<file path="config.mk">
export PLATFORM = sky130hd
export DESIGN_NAME = irq_ctrl
export DESIGN_NICKNAME = d
export VERILOG_FILES = /design/src/rtl/irq_pkg.sv /design/src/rtl/irq_sync_edge.sv /design/src/rtl/irq_ctrl.sv
export SDC_FILE = /design/constraint.sdc
export NUM_CORES = 1
export LEC_CHECK = 0
export BUFFER_PORTS_ARGS = -buffer_cell sky130_fd_sc_hd__buf_4
export CAP_MARGIN = 20
export CORE_UTILIZATION = 35
export CTS_CLUSTER_DIAMETER = 100
export DETAILED_ROUTE_END_ITERATION = 10
export PLACE_DENSITY = 0.65
export REMOVE_ABC_BUFFERS = 1
export SKIP_LAST_GASP = 1
export SYNTH_ARGS = -nofsm -noshare
export SYNTH_HDL_FRONTEND = slang
export SYNTH_SLANG_ARGS = --single-unit
</file>
<file path="constraint.sdc">
create_clock -name Clock -period 1.6 [get_ports Clock]
set_clock_uncertainty 0.1 [all_clocks]
set_input_delay 0.16 -clock Clock [delete_from_list [all_inputs] [get_ports Clock]]
set_output_delay 0.16 -clock Clock [all_outputs]
set_load 0.05 [all_outputs]
</file>
<file path="src/rtl/irq_pkg.sv">
// Shared types and helpers for the interrupt controller: width calculation,
// lowest-index priority encoder and the per-line state encoding.
package irq_pkg;

    localparam int unsigned MAX_IRQ = 32;
    localparam int unsigned IDX_W   = 5;

    typedef struct packed {
        logic             valid;
        logic [IDX_W-1:0] idx;
    } prio_t;

    // Bit 1 = in service, bit 0 = pending.
    typedef enum logic [1:0] {
        LS_IDLE      = 2'b00,
        LS_PEND      = 2'b01,
        LS_SERV      = 2'b10,
        LS_PEND_SERV = 2'b11
    } line_state_e;

    function automatic int unsigned clog2(input int unsigned n);
        int unsigned w;
        w = 1;
        while ((32'd1 << w) < n) begin
            w++;
        end
        return w;
    endfunction

    function automatic prio_t prio_enc(input logic [MAX_IRQ-1:0] v);
        prio_t r;
        r = '0;
        // Scan downwards so the lowest set bit is the last one written.
        for (int unsigned i = MAX_IRQ; i > 0; i--) begin
            if (v[i-1]) begin
                r.valid = 1'b1;
                r.idx   = IDX_W'(i - 1);
            end
        end
        return r;
    endfunction

    function automatic line_state_e line_state(input logic pend, input logic serv);
        return line_state_e'({serv, pend});
    endfunction

endpackage

</file>
<file path="src/rtl/irq_sync_edge.sv">
// Two-flop synchroniser for one asynchronous request line, followed by a
// history flop that turns the synchronised level into a one-cycle rising pulse.
module irq_sync_edge (
    input  logic Clock,
    input  logic Reset,
    input  logic line_i,
    output logic rise_o
);

    logic s1_q;
    logic s2_q;
    logic prev_q;

    always_ff @(posedge Clock) begin
        if (Reset) begin
            s1_q   <= 1'b0;
            s2_q   <= 1'b0;
            prev_q <= 1'b0;
        end else begin
            s1_q   <= line_i;
            s2_q   <= s1_q;
            prev_q <= s2_q;
        end
    end

    assign rise_o = s2_q & ~prev_q;

endmodule

</file>
<file path="src/rtl/irq_ctrl.sv">
// N-source interrupt controller: edge capture, masking, fixed priority with
// nested in-service tracking, and the ack/eret handshake with the CPU.
module irq_ctrl
    import irq_pkg::*;
#(
    parameter int unsigned       N_IRQ    = 3,
    parameter int unsigned       ID_W     = clog2(N_IRQ),
    parameter logic [N_IRQ-1:0]  MASK_RST = '1
) (
    input  logic             Clock,
    input  logic             Reset,
    input  logic [N_IRQ-1:0] ir,
    input  logic             mask_we,
    input  logic [N_IRQ-1:0] mask_wdata,
    input  logic             int_ack,
    input  logic             eret,
    output logic             int_req,
    output logic [ID_W-1:0]  int_id,
    output logic [N_IRQ-1:0] pending,
    output logic [N_IRQ-1:0] in_service,
    output logic [N_IRQ-1:0] overrun
);

    logic [N_IRQ-1:0] rise;
    logic [N_IRQ-1:0] pending_q, pending_d;
    logic [N_IRQ-1:0] in_service_q, in_service_d;
    logic [N_IRQ-1:0] overrun_q, overrun_d;
    logic [N_IRQ-1:0] mask_q, mask_d;

    logic [N_IRQ-1:0] elig;
    logic [N_IRQ-1:0] below_cur;
    logic [N_IRQ-1:0] req_vec;
    logic [N_IRQ-1:0] ack_vec;
    logic [N_IRQ-1:0] eret_vec;
    prio_t            cur;
    prio_t            win;

    for (genvar g = 0; g < N_IRQ; g++) begin : g_line
        irq_sync_edge u_sync (
            .Clock  (Clock),
            .Reset  (Reset),
            .line_i (ir[g]),
            .rise_o (rise[g])
        );
    end

    // Only lines strictly above the current handler's priority may preempt it.
    always_comb begin
        elig      = pending_q & mask_q;
        cur       = prio_enc(MAX_IRQ'(in_service_q));
        below_cur = '0;
        for (int unsigned i = 0; i < N_IRQ; i++) begin
            below_cur[i] = !cur.valid || (i < 32'(cur.idx));
        end
        req_vec = elig & below_cur;
        win     = prio_enc(MAX_IRQ'(req_vec));
    end

    assign int_req = win.valid;
    assign int_id  = ID_W'(win.idx);

    always_comb begin
        ack_vec  = '0;
        eret_vec = '0;
        for (int unsigned i = 0; i < N_IRQ; i++) begin
            ack_vec[i]  = int_ack && win.valid && (32'(win.idx) == i);
            eret_vec[i] = eret && cur.valid && (32'(cur.idx) == i);
        end
        // A fresh edge on the line being acked re-arms it rather than overrunning.
        pending_d    = (pending_q & ~ack_vec) | rise;
        overrun_d    = overrun_q | (rise & pending_q & ~ack_vec);
        in_service_d = (in_service_q & ~eret_vec) | ack_vec;
        mask_d       = mask_we ? mask_wdata : mask_q;
    end

    always_ff @(posedge Clock) begin
        if (Reset) begin
            pending_q    <= '0;
            in_service_q <= '0;
            overrun_q    <= '0;
            mask_q       <= MASK_RST;
        end else begin
            pending_q    <= pending_d;
            in_service_q <= in_service_d;
            overrun_q    <= overrun_d;
            mask_q       <= mask_d;
        end
    end

    // The acked line can never already be in service: it outranks the current handler.
    for (genvar g = 0; g < N_IRQ; g++) begin : g_chk
        always_ff @(posedge Clock) begin
            if (!Reset && ack_vec[g]) begin
                assert (line_state(pending_q[g], in_service_q[g]) == LS_PEND);
            end
        end
    end

    assign pending    = pending_q;
    assign in_service = in_service_q;
    assign overrun    = overrun_q;

endmodule

</file>
## After elaboration in Yosys (flattened, before gate mapping)

Index checks and enable logic that the tools add are counted.

- Word-level logic and storage cells: 57
- Bits in registers: 21
- Input port bits: 11

- Equality and inequality tests: 4
- Reductions and logical operators: 14
- Muxes and demuxes: 6
- Bitwise operators: 17
- Magnitude comparators: 3

Operators with widths:

| operator | number |
|---|---|
| 6-bit two-way mux | 6 |
| 3-bit bitwise AND | 6 |
| 5-bit by 1-bit equality test with 1-bit output (second input constant) | 2 |
| 5-bit by 2-bit equality test with 1-bit output (second input constant) | 2 |
| 5-bit zero test | 2 |
| 1-bit by 5-bit < comparator with 1-bit output (first input constant) | 2 |
| 3-bit bitwise OR | 3 |
| 1-bit logical AND | 8 |
| 3-bit inverter | 2 |
| 2-bit by 5-bit < comparator with 1-bit output (first input constant) | 1 |
| 1-bit bitwise AND | 3 |
| 1-bit logical OR | 3 |
| 1-bit inverter | 3 |
| 1-bit zero test | 1 |

## Logic depth before layout (Yosys ltp)

- Depth in word-level cells: 14
- Mapped depth: 3
- Mapped depth without buffers: 3

## Hierarchy

Synthesis repeated with hierarchy kept, for this count alone.

- Cell total of the unflattened synthesis: 75
- Area, all modules: 765.7 sq um

By module, submodules not included:

| module | cells each | seq. area each (sq um) | area each (sq um) | times used |
|---|---|---|---|---|
| irq_ctrl | 54 | 240.2 | 503.0 | 1 |
| irq_sync_edge | 7 | 60.1 | 87.6 | 3 |

## Worst setup path after synthesis

OpenSTA, ideal clock, no wires.

- Path kind: register to output
- From: register pending_q[2], in the netlist pending[2]
- To: output port int_id[1]
- Arrival: 1666 ps
- Data required time: 1340 ps
- Slack: -326 ps
- Stages on the path, launching flop included: 4
- Path buffers: 0
- Path through: dfxtp_1 nor4b_2 nand2_1 nor2_1

- Longest elaborated chain between the ends: 5

Ends and longest elaborated chain:

| element | line | RTL |
|---|---|---|
| start, declared | irq_ctrl.sv:25 | `logic [N_IRQ-1:0] pending_q, pending_d;` |
| start signal, assigned | irq_ctrl.sv:83 | `pending_q <= pending_d;` |
| 3-bit bitwise AND | irq_ctrl.sv:49 | `elig = pending_q & mask_q;` |
| 3-bit bitwise AND | irq_ctrl.sv:55 | `req_vec = elig & below_cur;` |
| 6-bit two-way mux (3 in series) | irq_pkg.sv:35 | `if (v[i-1]) begin` |
| end, declared | irq_ctrl.sv:18 | `output logic [ID_W-1:0] int_id,` |

Every way passes these cells.

## Worst setup path in the final report

- From: register in_service_q[1], in the netlist in_service[1]
- To: output port int_id[1]

- Longest elaborated chain between the ends: 8
- Elaborated cells between the ends (all ways): 13
- Classes of those cells: order compare: 3; mux: 5; bitwise: 1; reduce/logical: 4

Ends and longest elaborated chain:

| element | line | RTL |
|---|---|---|
| start, declared | irq_ctrl.sv:26 | `logic [N_IRQ-1:0] in_service_q, in_service_d;` |
| start signal, assigned | irq_ctrl.sv:84 | `in_service_q <= in_service_d;` |
| 6-bit two-way mux * (2 in series) | irq_pkg.sv:35 |  |
| 2-bit by 5-bit < comparator with 1-bit output / 1-bit zero test (equally long branches) | irq_ctrl.sv:53 | `below_cur[i] = !cur.valid \|\| (i < 32'(cur.idx));` |
| 1-bit logical OR | irq_ctrl.sv:53 |  |
| 3-bit bitwise AND * | irq_ctrl.sv:55 |  |
| 6-bit two-way mux (2 in series) | irq_pkg.sv:35 |  |
| 6-bit two-way mux * | irq_pkg.sv:35 |  |

Mark *: on every way between the ends. The rest lies on a longest branch, timed or not.

==> out/results.ini <==
[status]
status = finished clean

[clocking]
cts_tree = done
cts_buffers = 3
htree_levels = 1
cts_sinks = 21
clock_latency_ns = 0.30
path_clk_slew_ns = 0.12
root_buffer = clkbuf_4
clockBufferDepth = 2

[synth]
ys.flop_type = dfxtp_1
synth-adder-area-share_pct = 0
synthSimpleGateAreaFrac_pct = 26.8
synth_area_per_cell_sq_um = 10.3
synth_warnings = 0
syn_area_sq_um = 779
synthMuxAreaShare_pct = 0
synth_compound_gate_area_share_pct = 16.4
ys_ff_latch = 21
synth.top_cell.area_share_pct = 53.9
synth_top_family_by_area = simple AND/OR/NAND/NOR gates
async_flop_share_pct = 0
synth_xor_area_share_pct = 0
netlist_instances = 76
yosysTopAreaCell = dfxtp_1
synth_edf_count = 0
synth_cell_types = 25
yosysSeqAreaShare_pct = 53.9
synthTopCellsByArea = dfxtp_1 54%, nor2b_1 8.8%, nand2b_1 4.0%

[finish]
areaGrowthSynthToFinish_pct = 42.1
final_core_util_pct = 54.8
final_common_cell = buf_4
stdcell_area_sq_um = 1110
mostFrequentLayoutCells = 21 x buf_4, 17 x dfxtp_1, 11 x nor2b_1, 7 x dlygate4sd3_1
num_antenna_cells = 0
multi_input_area_sq_um = 354
finalNetCount = 120
num-fill-cells = 211
drive_above_1_share_pct = 33.3
stdcell_count = 135
regArea_sq_um = 428

[floorplan]
fp.dieArea_sq_um = 2420
initial_core_util_pct = 38.6
die_h_microns = 49.2
die_x_microns = 49.2
std_cell_rows = 16
io_pins = 23
coreArea_sq_um = 2020

[global_route]
grt-ovfl-total = 0
grt_pass1_wl_mm = 2.44
grt_pass1_vias = 587
grt_max_degree = 24
grt_usage_pct = 13.1
antenna_found_initial = 0

[timing]
finalCritPeriodShare_pct = 98.4
hold_viol = 0
slew-limit-headroom_pct = 84.0
whs_ns = 0.0372
timing.fmax_mhz = 635
tightest_slew_ns = 0.237
layout_min_cycle_time_ns = 1.58
drv_slew = 0
setup_viol = 0
rsz0062_at_grt = true

[placement]
place_area_sq_um = 971
dp.cells = 123
gp_congestion = 0.731
dp_hpwl_mm = 1.04
io_buffers = 22

[pwr]
leakage_nw = 0.471
max-vdd-ir-drop_uv = 400
p_per_area_nw_per_um2 = 878

[route]
dr.pass1.iters = 4
drc = 0
vias = 662
ant_nets = 0
wire_per_inst_microns = 11.3
drt-initial-drc-count = 14
via_per_inst = 4.90
wl_mm = 1.53

[setup_path]
r2r-start = in_service[0]
end_kind = output port
startpoint = in_service[1]
crit_type = register to output port
arrival_ns = 1.32
reg2reg_depth = 3
cp_max_fo = 5
startpoint_type = register
crit_path_end = int_id[1]
cp.required_ns = 1.34
reg2reg_setup_slack_ns = 0.36
r2r_end = overrun[1]

[hold_path]
min_path_type = input port to register

[run]
drv_cap = 0

sequential cells by signal (all words and copies together) (netlist names):
register / count
g_line.u_sync.s1_q: 3
g_line.u_sync.s2_q: 3
in_service: 3
pending: 3
g_line.u_sync.prev_q: 3
overrun: 3
mask_q: 3
synthesized netlist by cell type, types with 2 or more instances:
master,count
clkbuf_1,2
dfxtp_1,21
a211o_1,3
nand2_1,2
a21oi_1,3
nor2b_1,11
o32ai_1,2
a22oi_1,2
inv_1,4
nand2b_1,5
nor2_1,6
nand3b_1,2
cells by family (layout without fill, tap and decap cells):
logic type	Yosys count	count (layout)
and+or+nand+nor	33	33
DFF	21	21
buffers and inverters	6	38
AOI/OAI and AO/OA	16	16
where the power goes:
part / switching [mW] / total, mW / leakage [nW] / internal (mW)
clock network: 0.154 / 0.251 / 0.0150 / 0.0969
logic: 0.0866 / 0.162 / 0.282 / 0.0751
registers: 0.0164 / 0.559 / 0.174 / 0.543
total: 0.257 / 0.972 / 0.471 / 0.715
how the worst min path moves through the flow:
stage	from	end	slack, ns	cells after the start
4_1_cts	mask_we	mask_q[2]	0.007	2
6_report	int_ack	in_service[1]	0.04	3
3_5_place_dp	mask_wdata[0]	mask_q[0]	0.27	2
5_1_grt	int_ack	in_service[1]	0.03	3
2_1_floorplan	Reset	g_line[1].u_sync.prev_q	0.13	1
3_3_place_gp	mask_wdata[0]	mask_q[0]	0.27	2
worst max-delay path, stage by stage, from the launching register on:
cell and delay, ns:
dfxtp_4 0.38, nor4b_4 0.26, nand2_1 0.11, nor2_2 0.10, buf_6 0.16
per-layer routing:
layer	GRT usage, %	share of wire [%]	routed length (microns)	vias up
li1	-	-	-	330
met1	15.7	48	738	309
met2	21.7	45	690	21
met3	2.80	5.4	83	2
met4	7.35	1.2	19	0
met5	0	0	0	-
through the flow:
step	setup TNS [ns]	worst slack [ns]	power (mW)
global placement	0	0.289	0.709
CTS	-0.0161	-0.0161	0.968
detailed placement	0	0.254	0.711
global route	-0.113	-0.0468	1.01
floorplan	-0.450	-0.326	0.653
finish	0	0.0249	0.972
timing repair:
| action | in CTS | in global routing |
|---|---|---|
| pin swaps | 3 | 3 |
| setup buffers | 1 | 0 |
| hold endpoints to repair | 6 | 1 |
| hold buffers | 6 | 1 |
| gates resized for setup | 8 | 3 |
| setup endpoints to repair | 2 | 3 |
final cells by class:
class	count	share of cell area [%]
Sequential cell	21	38.6
Timing Repair Buffer	30	22.6
Clock buffer	4	2.37
Inverter	4	1.36
Multi-Input combinational cell	49	32.0
Tap cell	27	3.05
(Power assumes the default switching activity.)
